### src/rtl/ctrl_pkg.sv
// Shared encodings for the multicycle RISC-V control unit: FSM states,
// instruction field values and datapath select codes.
package ctrl_pkg;

  // Seventeen states need a 5-bit code; HALT keeps 4'hF and LUI_WB takes the next free code.
  typedef enum logic [4:0] {
    RST     = 5'h00,
    FETCH   = 5'h01,
    DECODE  = 5'h02,
    R_EXEC  = 5'h03,
    R_WB    = 5'h04,
    I_EXEC  = 5'h05,
    I_WB    = 5'h06,
    LD_ADDR = 5'h07,
    LD_MEM  = 5'h08,
    LD_MDR  = 5'h09,
    LD_WB   = 5'h0A,
    SD_ADDR = 5'h0B,
    SD_MEM  = 5'h0C,
    BRANCH  = 5'h0D,
    PC_INC  = 5'h0E,
    HALT    = 5'h0F,
    LUI_WB  = 5'h10
  } state_t;

  localparam logic [6:0] OP_RTYPE  = 7'b0110011;
  localparam logic [6:0] OP_IMM    = 7'b0010011;
  localparam logic [6:0] OP_LOAD   = 7'b0000011;
  localparam logic [6:0] OP_STORE  = 7'b0100011;
  localparam logic [6:0] OP_BRANCH = 7'b1100011;
  localparam logic [6:0] OP_LUI    = 7'b0110111;

  localparam logic [2:0] F3_ADD = 3'b000;
  localparam logic [2:0] F3_AND = 3'b111;
  localparam logic [2:0] F3_LD  = 3'b011;
  localparam logic [2:0] F3_SD  = 3'b011;
  localparam logic [2:0] F3_BEQ = 3'b000;
  localparam logic [2:0] F3_BNE = 3'b001;

  localparam logic [6:0] F7_BASE = 7'b0000000;
  localparam logic [6:0] F7_ALT  = 7'b0100000;

  localparam logic [2:0] ALU_NOP = 3'b000;
  localparam logic [2:0] ALU_ADD = 3'b001;
  localparam logic [2:0] ALU_SUB = 3'b010;
  localparam logic [2:0] ALU_AND = 3'b011;

  localparam logic [1:0] SRCB_REGB  = 2'b00;
  localparam logic [1:0] SRCB_FOUR  = 2'b01;
  localparam logic [1:0] SRCB_IMM   = 2'b10;
  localparam logic [1:0] SRCB_IMMSH = 2'b11;

  localparam logic [1:0] MTR_ALUOUT = 2'b00;
  localparam logic [1:0] MTR_MDR    = 2'b01;
  localparam logic [1:0] MTR_IMM    = 2'b10;

  // States whose exit edge also advances PC by 4 and retires the instruction.
  function automatic logic isSeqRetire(input state_t s);
    return (s == R_WB) || (s == I_WB) || (s == LD_WB) || (s == LUI_WB) ||
           (s == SD_MEM) || (s == PC_INC);
  endfunction

endpackage

### src/rtl/ctrl_decode.sv
// Instruction dispatch: maps opcode/funct3/funct7 to the state that follows
// DECODE, and gives the ALU operation for register-register instructions.
module ctrl_decode
  import ctrl_pkg::*;
(
  input  logic [6:0] opcode,
  input  logic [2:0] funct3,
  input  logic [6:0] funct7,
  output state_t     nextState,
  output logic [2:0] rFunct
);

  always_comb begin
    nextState = HALT;
    rFunct    = ALU_ADD;
    case (opcode)
      OP_RTYPE: begin
        if (funct7 == F7_BASE && funct3 == F3_ADD) begin
          nextState = R_EXEC;
          rFunct    = ALU_ADD;
        end else if (funct7 == F7_ALT && funct3 == F3_ADD) begin
          nextState = R_EXEC;
          rFunct    = ALU_SUB;
        end else if (funct7 == F7_BASE && funct3 == F3_AND) begin
          nextState = R_EXEC;
          rFunct    = ALU_AND;
        end
      end
      OP_IMM:    if (funct3 == F3_ADD) nextState = I_EXEC;
      OP_LOAD:   if (funct3 == F3_LD) nextState = LD_ADDR;
      OP_STORE:  if (funct3 == F3_SD) nextState = SD_ADDR;
      OP_BRANCH: if (funct3 == F3_BEQ || funct3 == F3_BNE) nextState = BRANCH;
      OP_LUI:    nextState = LUI_WB;
      default:   nextState = HALT;
    endcase
  end

endmodule

### src/rtl/unidade_controle.sv
// Multicycle Moore control FSM for the 64-bit RISC-V datapath: sequences
// fetch/decode/execute/writeback and counts retired instructions.
module unidade_controle
  import ctrl_pkg::*;
#(
  parameter int INSTRET_W = 32
) (
  input  logic                 clk,
  input  logic                 Reset,
  input  logic [31:0]          inst,
  input  logic                 zero,
  output logic                 PCSrc,
  output logic [2:0]           ALUFunct,
  output logic                 ALUSrcA,
  output logic [1:0]           ALUSrcB,
  output logic                 PCWrite,
  output logic                 PCWriteCond,
  output logic                 BranchOp,
  output logic                 LoadRegA,
  output logic                 LoadRegB,
  output logic                 LoadALUOut,
  output logic                 LoadIR,
  output logic                 LoadMDR,
  output logic                 WriteReg,
  output logic                 IMemWrite,
  output logic                 DMemWrite,
  output logic [1:0]           MemToReg,
  output logic                 halt,
  output logic [4:0]           state,
  output logic [INSTRET_W-1:0] instret
);

  state_t                curState, nextState, decodeNext;
  logic [2:0]            decFunct, rFunctQ;
  logic                  haltQ;
  logic [INSTRET_W-1:0]  instretQ;
  logic                  retire;
  logic                  branchTaken;
  logic [6:0]            opcode, funct7;
  logic [2:0]            funct3;
  logic                  unusedInstBits;

  assign opcode = inst[6:0];
  assign funct3 = inst[14:12];
  assign funct7 = inst[31:25];
  // Register and immediate fields belong to the datapath, not to control.
  assign unusedInstBits = ^{inst[24:15], inst[11:7]};

  // beq takes the branch on zero, bne on non-zero.
  assign branchTaken = zero ^ funct3[0];

  ctrl_decode uDecode (
    .opcode   (opcode),
    .funct3   (funct3),
    .funct7   (funct7),
    .nextState(decodeNext),
    .rFunct   (decFunct)
  );

  always_ff @(posedge clk or negedge Reset) begin
    if (!Reset) begin
      curState <= RST;
      haltQ    <= 1'b0;
      instretQ <= '0;
      rFunctQ  <= ALU_ADD;
    end else begin
      curState <= nextState;
      haltQ    <= (nextState == HALT);
      if (retire) instretQ <= instretQ + INSTRET_W'(1);
      // Latch the R-type operation so R_EXEC outputs depend on state alone.
      if (curState == DECODE) rFunctQ <= decFunct;
    end
  end

  always_comb begin
    nextState = curState;
    retire    = 1'b0;
    case (curState)
      RST:     nextState = FETCH;
      FETCH:   nextState = DECODE;
      DECODE:  nextState = decodeNext;
      R_EXEC:  nextState = R_WB;
      I_EXEC:  nextState = I_WB;
      LD_ADDR: nextState = LD_MEM;
      LD_MEM:  nextState = LD_MDR;
      LD_MDR:  nextState = LD_WB;
      SD_ADDR: nextState = SD_MEM;
      R_WB, I_WB, LD_WB, LUI_WB, SD_MEM, PC_INC: begin
        nextState = FETCH;
        retire    = 1'b1;
      end
      BRANCH: begin
        if (branchTaken) begin
          nextState = FETCH;
          retire    = 1'b1;
        end else begin
          nextState = PC_INC;
        end
      end
      HALT:    nextState = HALT;
      default: nextState = HALT;
    endcase
  end

  always_comb begin
    PCSrc       = 1'b0;
    ALUFunct    = ALU_NOP;
    ALUSrcA     = 1'b0;
    ALUSrcB     = SRCB_REGB;
    PCWrite     = 1'b0;
    PCWriteCond = 1'b0;
    BranchOp    = 1'b0;
    LoadRegA    = 1'b0;
    LoadRegB    = 1'b0;
    LoadALUOut  = 1'b0;
    LoadIR      = 1'b0;
    LoadMDR     = 1'b0;
    WriteReg    = 1'b0;
    IMemWrite   = 1'b0;
    DMemWrite   = 1'b0;
    MemToReg    = MTR_ALUOUT;
    case (curState)
      FETCH: LoadIR = 1'b1;
      DECODE: begin
        // Speculatively compute the branch target while the register file is read.
        LoadRegA   = 1'b1;
        LoadRegB   = 1'b1;
        ALUSrcA    = 1'b0;
        ALUSrcB    = SRCB_IMMSH;
        ALUFunct   = ALU_ADD;
        LoadALUOut = 1'b1;
      end
      R_EXEC: begin
        ALUSrcA    = 1'b1;
        ALUSrcB    = SRCB_REGB;
        ALUFunct   = rFunctQ;
        LoadALUOut = 1'b1;
      end
      I_EXEC, LD_ADDR, SD_ADDR: begin
        ALUSrcA    = 1'b1;
        ALUSrcB    = SRCB_IMM;
        ALUFunct   = ALU_ADD;
        LoadALUOut = 1'b1;
      end
      LD_MDR: LoadMDR = 1'b1;
      R_WB, I_WB, LD_WB, LUI_WB, SD_MEM, PC_INC: begin
        ALUSrcA   = 1'b0;
        ALUSrcB   = SRCB_FOUR;
        ALUFunct  = ALU_ADD;
        PCSrc     = 1'b0;
        PCWrite   = 1'b1;
        WriteReg  = isSeqRetire(curState) && (curState != SD_MEM) && (curState != PC_INC);
        DMemWrite = (curState == SD_MEM);
        if (curState == LD_WB) MemToReg = MTR_MDR;
        else if (curState == LUI_WB) MemToReg = MTR_IMM;
      end
      BRANCH: begin
        ALUSrcA     = 1'b1;
        ALUSrcB     = SRCB_REGB;
        ALUFunct    = ALU_SUB;
        PCWriteCond = 1'b1;
        PCSrc       = 1'b1;
        BranchOp    = funct3[0];
      end
      default: ;
    endcase
  end

  assign state   = curState;
  assign halt    = haltQ;
  assign instret = instretQ;

endmodule
### config.mk
export PLATFORM = sky130hd
export DESIGN_NAME = unidade_controle
export DESIGN_NICKNAME = d
export VERILOG_FILES = /design/src/rtl/ctrl_pkg.sv /design/src/rtl/ctrl_decode.sv /design/src/rtl/unidade_controle.sv
export SDC_FILE = /design/constraint.sdc
export NUM_CORES = 1
export LEC_CHECK = 0
export ABC_AREA = 1
export CAP_MARGIN = 20
export CORE_MARGIN = 4
export CORE_UTILIZATION = 40
export DETAILED_ROUTE_END_ITERATION = 6
export PLACE_DENSITY = 0.82
export SYNTH_ARGS = -nofsm -noshare
export SYNTH_HDL_FRONTEND = slang
export SYNTH_SLANG_ARGS = --single-unit
### constraint.sdc
create_clock -name clk -period 2.7 [get_ports clk]
set_input_delay 0.54 -clock clk [delete_from_list [all_inputs] [get_ports clk]]
set_output_delay 0.54 -clock clk [all_outputs]
set_load 0.01 [all_outputs]
==> results of run 1 <==
[report_power, final]
group | switching [W] | internal [W] | total [W]
registers | 0 | 0.000599 | 0.000599
logic | 0.0000325 | 0.0000299 | 0.0000624
clock network | 0.000193 | 0.000183 | 0.000376
total | 0.000225 | 0.000812 | 0.00104
[worst max-delay path by stage]
stage,endpoint,depth (start not counted)
final,ALUFunct[0],10
after detailed placement,BranchOp,4
after CTS,ALUFunct[0],9
after floorplan,ALUFunct[0],9
after global placement,BranchOp,4
after global routing,ALUFunct[0],10
[stage by stage]
stage / total power (W) / hold slack (ns) / TNS, ns / cell area (um^2)
detailed placement: 0.000674 / 0.506 / 0 / 3550
finish: 0.00104 / 0.350 / 0 / 3640
floorplan: 0.000629 / 0.244 / 0 / 2760
CTS: 0.00105 / 0.391 / 0 / 3630
global placement: 0.000672 / 0.507 / 0 / 3550
global route: 0.00108 / 0.436 / -0.00409 / 3640
[logic make-up (layout without fill, tap and decap cells)]
kind of cell | after synthesis | in the layout | share of synthesized area
flip-flops | 40 | 40 | 0.364
AND/OR/NAND/NOR | 239 | 239 | 0.418
XOR/XNOR | 28 | 28 | 0.0891
adder cells (fa/ha/maj) | 1 | 1 | 0.00455
other | 1 | 2 | 0.00136
AO/OA/AOI/OAI | 16 | 16 | 0.0300
buffers and inverters | 57 | 136 | 0.0923
[layer usage]
layer	track usage	vias to the layer above	wire length, um
met5	0	-	0
met4	0.0704	0	172
met3	0.0298	16	370
met2	0.277	87	3400
met1	0.209	1222	2930
li1	-	1359	-
[layout by cell type (no fill, tap or decap), drive strengths merged]
master / instances
a21oi: 3
clkinv: 2
nand4: 10
nor4: 3
ha: 1
nand3: 38
clkdlybuf4s50: 74
o21ai: 12
nand3b: 1
o211ai: 1
xnor2: 14
xor2: 14
nand2: 112
or2: 1
dfstp: 1
dfrtp: 39
conb: 2
buf: 4
clkbuf: 8
nor3: 15
inv: 48
nor2: 59
[state kept, by name, summed over array words and instances (netlist names)]
signal / flops
halt: 1
instret: 32
rFunctQ: 2
state: 5
[worst max-delay path, delay by kind of cell (launching register included)]
family	cells	cell delay, ns
flip-flops	1	0.45
AO/OA/AOI/OAI	1	0.08
buffers and inverters	4	0.73
AND/OR/NAND/NOR	5	0.49
[cell type report]
type	count	area [um^2]
inverters	50	189
multi-input cells	286	1500
clock buffers	8	80.1
fillers	611	2850
flip-flops and latches	40	1010
repair buffers	78	768
well taps	77	96.3
==> flow_summary.toml, run 1 <==
[finish]
drive_above_1_share = 0.0887
diodes = 0
final_cells = 539
syn_to_final_growth_pct = 32.3
nets = 497
utilization = 0.561

[sta]
relSlewSlack = 0.427
fin_skew_ns = 0.00772
fmax_ghz = 0.386
hold_viol_final = 0
slew_violations = 0
fin_crit_sh = 0.960
setup_slack_ns = 0.107
worst_slew_pin_slew_ns = 0.860
setup_viol = 0
layout_min_cycle_time_ns = 2.59

[detailed_routing]
wire_per_inst_um = 12.7
drt-initial-drc-count = 132
drtAntennaViolNets = 0
drc = 0
vias = 2684
drt_first_pass_iters = 4
via_per_inst = 4.98
finalWirelength_mm = 6.87

[cts]
cts-root-buf = "clkbuf_8"
ctsHoldBuffers = 0
cts_buffers = 5
clkSlewWorstSetupHoldPaths_ns = 0.07
cts_buffer_depth = 2
h-tree-depth = 2
cts_tree = "yes"
worstSkewPairLatency_ns = 0.30
post_cts_buffers = 0
ctsResizeCount = 0
clock-sinks = 40

[critical_path]
reg2reg_depth = 10
r2r_setup_slack_ns = 0.86
cpMaxStageDelayCell = "clkdlybuf4s50_1"
crit_start = "state[4]"
cp_common_cell = "inv_1"
slowest_delay_ns = 0.57
worstSetupPathType = "flip-flop to output port"
start_kind = "flip-flop"
r2r_start = "state[4]"
crit_chain = "nor2_1 -> nand2_1 -> nor2_1 -> inv_1 -> nand2_1 -> inv_1 -> nand3_1 -> inv_1 -> o211ai_1 -> clkdlybuf4s50_1"
end_kind = "output port"
critPathArrivalTime_ns = 2.05
required_ns = 2.16
worstReg2RegEnd = "instret[25]"
crit_fanout = 6

[synthesis]
synth-warning-count = 0
synth.most_common_cell = "nand2_1"
syn_avg_cell_area_um2 = 7.20
yosys.area.top_type_share = 0.355
async_reset_ff_frac = 1.00
ys_top_cells_by_count = "108 x nand2_1, 52 x nor2_1, 47 x inv_1, 39 x dfrtp_1, 35 x nand3_1"
synth_edf_count = 0
yosysSeqAreaShare = 0.364
synth_cells = 382
synth_area_mm2 = 0.00275
synth.distinct_cells = 34
synth_area_leader_cell = "dfrtp_1"
synth_area_leaders = "dfrtp_1 35%, nand2_1 15%, nor2_1 7.1%, inv_1 6.4%, nand3_1 6.4%"
ys.flop_type = "dfrtp_1"
yosys_register_bits = 40

[pwr]
irDropWorstVdd_v = 0.000271
power_density_mw_per_mm2 = 285
p_leak_nw = 1.75

[die]
start_util = 0.424
ios = 93
die_x_um = 90.9
row_count = 29
fp.dieArea_mm2 = 0.00827
core_area_mm2 = 0.00649
die-height_um = 90.9

[placement]
gp_congestion = 0.892
dp.cells = 531
place_ws_ns = 0.355
dpl.hpwl_mm = 5.57
io_buffers = 75

[global_route]
grt_pass1_wl_mm = 11.4
grt.overflow.total = 0
grt_pass1_vias = 2530
antenna_found_initial = 0
grt_use_total = 0.165
grt_max_degree = 41

[min_path]
hold_path_class = "input port to async pin"

[run]
drv_cap = 0

[outcome]
outcome = "finished, final reports clean"
Note: power is estimated with default switching activity, not from simulation.
==> inputs of run 2 (changes only) <==
Settings changed: SKIP_CTS_REPAIR_TIMING from default to 1.
==> results of run 2 <==
Final layout, timing and power as in run 1 (identical DEF).
==> inputs of run 3 (changes only) <==
Settings changed: PLACE_DENSITY 0.82 to 0.8, SYNTH_HIERARCHICAL from default to 1.
==> run 3 against run 2 <==
Effect of this change:
- flip-flop and latch count grew 1
- via count rose by 16%
- utilization down 3.6 points
- register-to-register slack got worse by 0.13 ns
- largest power group unchanged
- synthesized cell count rose by 26%
- die area is 13% higher
- cell count increased by 22%
- clock-buffer cell count decreased by 3
- total power is 3.7% higher
==> flow_summary.toml, run 3 <==
[die]
die_x_um = 96.5
start_util = 0.408
core_area_mm2 = 0.00769
die-height_um = 96.5
ios = 93
fp.dieArea_mm2 = 0.00932
row_count = 32

[finish]
final_cells = 659
final_common_cell = "nand2_1"
final_cell_mix = "170 x nand2_1, 74 x clkdlybuf4s50_1, 69 x nor2_1"
nets = 592
drive_above_1_share = 0.0969
largest_reg_flops = 32
syn_to_final_growth_pct = 28.7
diodes = 0
utilization = 0.525

[synthesis]
synth-warning-count = 6
ys.flop_type = "dfrtp_1"
synth_edf_count = 0
ys_top_cells_by_count = "170 x nand2_1, 69 x nor2_1, 60 x inv_1, 40 x dfrtp_1, 31 x nand3_1"
yosys.area.top_type_share = 0.319
yosys_register_bits = 41
async_reset_ff_frac = 1.00
yosysSeqAreaShare = 0.328
synth.distinct_cells = 34
synth_cells = 480
synth_area_leader_cell = "dfrtp_1"
synth_area_leaders = "dfrtp_1 32%, nand2_1 20%, nor2_1 8.3%, inv_1 7.2%, nand3_1 4.9%"
synth_area_mm2 = 0.00314
synth_nets = 516
syn_avg_cell_area_um2 = 6.53
synth.most_common_cell = "nand2_1"

[critical_path]
reg2reg_depth = 9
end_kind = "output port"
cpMaxStageDelayCell = "clkdlybuf4s50_1"
cp_common_cell = "nand2_1"
cp_num_buf_inv = 2
critPathArrivalTime_ns = 1.99
crit_fanout = 6
worstSetupPathType = "flip-flop to output port"
start_kind = "flip-flop"
crit_cells = 8
critPathTopFamily = "buffers and inverters"
required_ns = 2.16
crit_chain = "nor2_2 -> nand2_1 -> inv_1 -> nand2_1 -> nand2_1 -> nor2_1 -> nand2_1 -> clkdlybuf4s50_1"
slowest_delay_ns = 0.55

[cts]
cts_buffers = 5
cts_buffer_depth = 2
cts_tree = "yes"
worstSkewPairLatency_ns = 0.29
clock-sinks = 41
clkSlewWorstSetupHoldPaths_ns = 0.08
cts-root-buf = "clkbuf_8"
h-tree-depth = 2

[detailed_routing]
drt-initial-drc-count = 118
drc = 0
vias = 3124
wire_per_inst_um = 11.9
drtAntennaViolNets = 0
finalWirelength_mm = 7.84
drt_first_pass_iters = 4
via_per_inst = 4.74

[min_path]
hold_path_class = "input port to async pin"

[run]
drv_cap = 0

[pwr]
p_leak_nw = 2.05
irDropWorstVdd_v = 0.000166
power_density_mw_per_mm2 = 267

[sta]
fin_crit_sh = 0.937
fmax_ghz = 0.395
worst_slew_pin_slew_ns = 0.913
layout_min_cycle_time_ns = 2.53
relSlewSlack = 0.391
setup_viol = 0
setup_tns_ns = 0
fin_skew_ns = 0.00500
slew_violations = 0
rsz0062_at_grt = "no"
hold_viol_final = 0

[placement]
dp.cells = 651
dpl.hpwl_mm = 6.28
io_buffers = 76
gp_congestion = 0.934

[global_route]
grt_pass1_vias = 2777
antenna_found_initial = 0
grt.overflow.total = 0
grt_use_total = 0.169
grt_pass1_wl_mm = 12.5
grt_max_degree = 42

[outcome]
outcome = "finished, final reports clean"
## run 3: cell count changes in the layout (fill, tap and decap cells not counted), moves of 5 or more
cell / change
xnor2_1: -12
nand2_1: +62
nor3_1: +5
nor2_1: +18
inv_1: +14
nand2_2: +5
## run 3: final timing paths
path | start | endpoint | slack, ns
setup / recovery | state[2] | ALUSrcB[1] | 0.17
hold / removal | Reset | instret[24] | 0.38
setup reg to reg | instret[0] | instret[14] | 0.73
hold reg to reg | rFunctQ[0] | rFunctQ[0] | 0.48
max in group asynchronous | Reset | state[3] | 1.71
min in group clk | rFunctQ[0] | rFunctQ[0] | 0.48
## run 3: area by class of cell
class	count	area, um^2
fillers	759	3650
multi-input cells	362	1760
flip-flops and latches	41	1030
repair buffers	79	781
inverters	67	251
well taps	102	128
clock buffers	5	68.8
clock inverters	3	17.5
## run 3: metal layers
metal,wire [um],part of all wire,GRT usage
met1,3450,0.44,0.218
met2,3750,0.48,0.282
met3,499,0.064,0.0411
met4,143,0.018,0.0491
met5,0,0,0
## run 3: where the power goes
group	switching, W	total, W	internal (W)
combinational	0.0000365	0.0000678	0.0000312
sequential	0	0.000613	0.000613
clock	0.000216	0.000395	0.000178
total	0.000253	0.00108	0.000823
## run 3: kinds of logic after synthesis
| kind of cell | after synthesis | share of synthesized area |
|---|---|---|
| fa+ha+maj | 1 | 0.00399 |
| buf+inv | 77 | 0.112 |
| simple gates | 320 | 0.449 |
| other cells | 2 | 0.00240 |
| xor+xnor | 24 | 0.0790 |
| compound gates | 15 | 0.0259 |
| flops | 41 | 0.328 |
## run 3: per-stage QoR
stage / area, um^2 / setup WS [ns] / hold slack (ns) / total power (W)
2_1_floorplan: 3140 / 0.798 / 0.244 / 0.000649
3_3_place_gp: 3940 / 0.376 / 0.465 / 0.000692
3_5_place_dp: 3940 / 0.354 / 0.471 / 0.000694
4_1_cts: 4030 / 0.0385 / 0.406 / 0.00109
5_1_grt: 4040 / 0.0451 / 0.461 / 0.00113
6_report: 4040 / 0.170 / 0.379 / 0.00108
